===== src/rtl/uart_tx_fifo.sv =====
// Transmit FIFO feeding the UART transmitter through its en/busy/ack handshake.
// Define UART_TX_FIFO_IRQ_EN to build the low-water interrupt; otherwise irq is tied low.
module uart_tx_fifo #(
    parameter int unsigned DEPTH_WIDTH = 4,
    parameter int unsigned LOW_WATER   = 2
) (
    input  logic                 clk,
    input  logic                 rst,
    input  logic                 wr_en,
    input  logic [7:0]           wr_data,
    input  logic                 flush,
    output logic                 full,
    output logic                 empty,
    output logic [DEPTH_WIDTH:0] count,
    output logic                 overflow,
    output logic                 irq,
    output logic                 tx_en,
    output logic [7:0]           tx_data,
    input  logic                 tx_busy,
    input  logic                 tx_ack
);

    localparam int unsigned DEPTH = 1 << DEPTH_WIDTH;
    localparam int unsigned CW    = DEPTH_WIDTH + 1;

    if (LOW_WATER > DEPTH) begin : g_bad_low_water
        $error("LOW_WATER exceeds FIFO depth");
    end

    typedef enum logic [1:0] {
        S_IDLE = 2'd0,
        S_REQ  = 2'd1,
        S_ACK  = 2'd2
    } state_t;

    state_t                 state;
    state_t                 state_next;
    logic [7:0]             mem [DEPTH];
    logic [DEPTH_WIDTH-1:0] rd_ptr;
    logic [DEPTH_WIDTH-1:0] wr_ptr;
    logic                   drop;
    logic                   push;
    logic                   pop;
    logic [CW-1:0]          count_next;

    assign full    = (count == CW'(DEPTH));
    assign empty   = (count == '0);
    assign tx_en   = (state == S_REQ);
    assign tx_data = empty ? 8'h00 : mem[rd_ptr];

    // Flush outranks both a write and a completing transfer.
    assign push = wr_en && !full && !flush;
    assign pop  = (state == S_ACK) && tx_ack && !drop && !flush && !empty;

    always_comb begin
        count_next = count;
        if (flush) begin
            count_next = '0;
        end else if (push && !pop) begin
            count_next = count + CW'(1);
        end else if (pop && !push) begin
            count_next = count - CW'(1);
        end
    end

    always_ff @(posedge clk or posedge rst) begin
        if (rst) begin
            state <= S_IDLE;
        end else begin
            state <= state_next;
        end
    end

    always_comb begin
        state_next = state;
        case (state)
            S_IDLE: if (!empty && !tx_busy && !flush) state_next = S_REQ;
            S_REQ:  if (tx_busy) state_next = S_ACK;
            S_ACK:  if (tx_ack) state_next = S_IDLE;
            default: state_next = S_IDLE;
        endcase
    end

    // The in-flight byte was flushed away if drop is set when its ack arrives.
    always_ff @(posedge clk or posedge rst) begin
        if (rst) begin
            rd_ptr   <= '0;
            wr_ptr   <= '0;
            count    <= '0;
            drop     <= 1'b0;
            overflow <= 1'b0;
        end else begin
            if (flush) begin
                rd_ptr <= '0;
                wr_ptr <= '0;
            end else begin
                if (push) wr_ptr <= wr_ptr + DEPTH_WIDTH'(1);
                if (pop)  rd_ptr <= rd_ptr + DEPTH_WIDTH'(1);
            end
            count    <= count_next;
            overflow <= wr_en && full && !flush;
            if ((state == S_ACK) && tx_ack) begin
                drop <= 1'b0;
            end else if (flush && (state != S_IDLE)) begin
                drop <= 1'b1;
            end
        end
    end

    always_ff @(posedge clk) begin
        if (push) mem[wr_ptr] <= wr_data;
    end

`ifdef UART_TX_FIFO_IRQ_EN
    localparam logic [CW-1:0] LOW_WATER_C = CW'(LOW_WATER);

    always_ff @(posedge clk or posedge rst) begin
        if (rst) begin
            irq <= 1'b0;
        end else begin
            irq <= (count_next <= LOW_WATER_C);
        end
    end
`else
    assign irq = 1'b0;
`endif

endmodule


===== config.mk =====
export PLATFORM = sky130hd
export DESIGN_NAME = uart_tx_fifo
export DESIGN_NICKNAME = d
export VERILOG_FILES = /design/src/rtl/uart_tx_fifo.sv
export SDC_FILE = /design/constraint.sdc
export NUM_CORES = 1
export LEC_CHECK = 0
export ABC_AREA = 0
export CELL_PAD_IN_SITES_DETAIL_PLACEMENT = 1
export CELL_PAD_IN_SITES_GLOBAL_PLACEMENT = 1
export CORE_UTILIZATION = 55
export CTS_CLUSTER_DIAMETER = 30
export CTS_CLUSTER_SIZE = 40
export DETAILED_ROUTE_END_ITERATION = 7
export PLACE_DENSITY_LB_ADDON = 0.1
export SYNTH_ARGS = -nofsm -noshare
export SYNTH_HDL_FRONTEND = slang
export SYNTH_SLANG_ARGS = --single-unit

===== constraint.sdc =====
create_clock -name clk -period 8.73 [get_ports clk]
set_input_delay 1.3095 -clock clk [delete_from_list [all_inputs] [get_ports clk]]
set_output_delay 1.3095 -clock clk [all_outputs]
set_load 0.02 [all_outputs]

==> metrics.cfg <==
[status]
outcome = complete, no violations

[global_route]
grt_pass1_vias = 3474
grt_pass1_wl_um = 20300
grt_max_degree = 37
grt_antenna_before_repair = 0
grt_remaining_overflow = 0
met1_usage_pct = 34.9
met2_usage_pct = 41.7
grt_usage_pct = 25.9
met3_usage_pct = 6.38
grt_busiest_layer = met2

[logic_synthesis]
synth_area_leaders = edfxtp_1 (64%), mux4_2 (12%), dfrtp_1 (7.1%), mux2i_1 (2.7%), ha_1 (1.9%)
synth.net_count = 353
ys_async_sr_fraction_pct = 11.7
yosysSeqAreaShare_pct = 71.4
synth_ff_type = edfxtp_1
synth_cell_types = 42
yosys_warnings = 0
synth-edff-count = 128
ys_ff_latch = 145
synth_top_area_share_pct = 64.2
synth_most_common_cell = edfxtp_1
synth_cells = 329
synth_top_cell_by_area = edfxtp_1
ys_top_cells_by_count = edfxtp_1 (128), mux4_2 (32), nor2_1 (28)
synth_area_mm2 = 0.00598
synth_area_per_cell_um2 = 18.2

[pwr]
fin_total_pwr_w = 0.00177
power_density_mw_per_mm2 = 254
power_leakage_nw = 2.26
peakVddDrop_v = 0.000137

[worst_hold_path]
min_from = state[1]
hp-class = register to register

[timing]
hold_violations = 0
setup_ws_ps = 4350
setup_tns_ps = 0
worst_slew_pin_slew_ps = 1040
fin_crit_ps = 4380
relSlewSlack_pct = 30.7
finClkSkew_ps = 9.26
maxSlewViolCount = 0
setup_viol = 0
period_share_pct = 50.2
fmax_ghz = 0.228
rsz0062_at_grt = no

[final_layout]
fillerInstances = 887
drive_gt1_share_pct = 20.5
antennaDiodeCount = 0
syn_to_final_growth_pct = 16.6
final_nets = 391

[clock_network]
postCtsHoldBufs = 0
clk_path_buf_depth = 2
cts_buffers = 17
h-tree-depth = 4
cts_root_buf = clkbuf_8
cts_setup_buffers = 0
numClockSinks = 145
clock_latency_ps = 530
clk_pin_slew_ps = 60
cts-resized-gates = 0
tritoncts = done

[floorplan]
core_mm2 = 0.0104
initial_core_util_pct = 57.4
die_h_um = 106
dieArea_mm2 = 0.0113
die_x_um = 106
num_rows = 37
io_pins = 32

[routing]
antenna_left = 0
first_pass_iters = 4
drcViolationCount = 0
wire_per_inst_um = 25.0
drt_iter0_markers = 181
wirelength_um = 12900
viasPerCell = 5.94
vias = 3065

[setup_path]
required_ps = 7420
worst_r2r_startpoint = count[0]
worstPathMaxFanout = 36
crit_path_end_kind = output port
crit_path_start_kind = register
startpoint = rd_ptr[0]
crit_arrival_ps = 3070
crit_type = register to output port

[job]
max_cap_violations = 0

[place]
place_ws_ps = 4230
gp_congestion = 0.748
hpwl_um = 7710
port_buffers = 30

-- metal layers --
layer | vias up | share of wire, % | routed length, um
met1 | 1593 | 42 | 5470
met4 | 0 | 1.7 | 219
li1 | 1374 | - | -
met5 | - | 0 | 0
met3 | 12 | 4.9 | 632
met2 | 86 | 51 | 6590
-- cells in the final DEF, fill, tap and decap left out, drive strengths merged, types with 6 or more instances in the layout --
master         count
buf                7
clkbuf            17
clkdlybuf4s50     30
clkinv             7
dfrtp             17
edfxtp           128
ha                 9
inv                6
mux2i             16
mux4              32
nand2             14
nor2              28
o21ai              7
o22ai              8
-- final cells by class --
class	instances	area (um^2)	area share, %
clock buffers	17	414	5.93
clock inverters	15	144	2.06
inverters	5	18.8	0.269
multi-input cells	161	1610	23.1
flip-flops and latches	145	4270	61.2
well taps	136	170	2.44
repair buffers	37	353	5.06
-- registers in the layout, indices dropped and copies added (netlist names) --
signal and cells:
mem 128, rd_ptr 4, drop 1, wr_ptr 4, count 5, state 2
overflow 1
-- path summary, 6_finish.rpt --
| check | endpoint | slack, ps | cells past startpoint |
|---|---|---|---|
| worst max-delay path | tx_data[1] | 4350 | 5 |
| worst min-delay path | state[0] | 530 | 1 |
| worst max register to register | count[4] | 5500 | 10 |
| worst min register to register | state[0] | 530 | 1 |
| max in group asynchronous | rd_ptr[0] | 7070 | 2 |
| min in group asynchronous | count[3] | 1190 | 2 |
-- critical path: stages (launching register included) --
cell	delay [ps]
dfrtp_2	340
buf_4	550
mux4_2	610
mux2i_1	250
o22ai_1	180
clkdlybuf4s50_1	600
-- cell families after synthesis --
family | count (synthesis) | synth area share (%)
AND/OR/NAND/NOR | 64 | 4.96
buffers and inverters | 23 | 1.76
multiplexers | 52 | 15.5
AO/OA/AOI/OAI | 27 | 3.16
flip-flops | 145 | 71.4
adder cells (fa/ha/maj) | 10 | 2.22
other | 1 | 0.0627
XOR/XNOR | 7 | 1.02
-- report_power, final --
group / total, W / internal (W) / switching [W]
clock network: 0.000684 / 0.000403 / 0.000281
logic: 0.000283 / 0.000132 / 0.000151
registers: 0.000804 / 0.000779 / 0.0000253
total: 0.00177 / 0.00131 / 0.000458
-- stage by stage --
step / hold WS (ps) / util [%] / std cells / cell area, um^2
5_1_grt: 589 / 67.0 / 516 / 6980
4_1_cts: 534 / 67.0 / 516 / 6980
2_1_floorplan: 482 / - / 329 / 5980
6_report: 532 / 67.0 / 516 / 6980
3_5_place_dp: 524 / 61.6 / 484 / 6420
3_3_place_gp: 513 / 61.6 / 484 / 6420
Note: power is estimated with default switching activity, not from simulation.
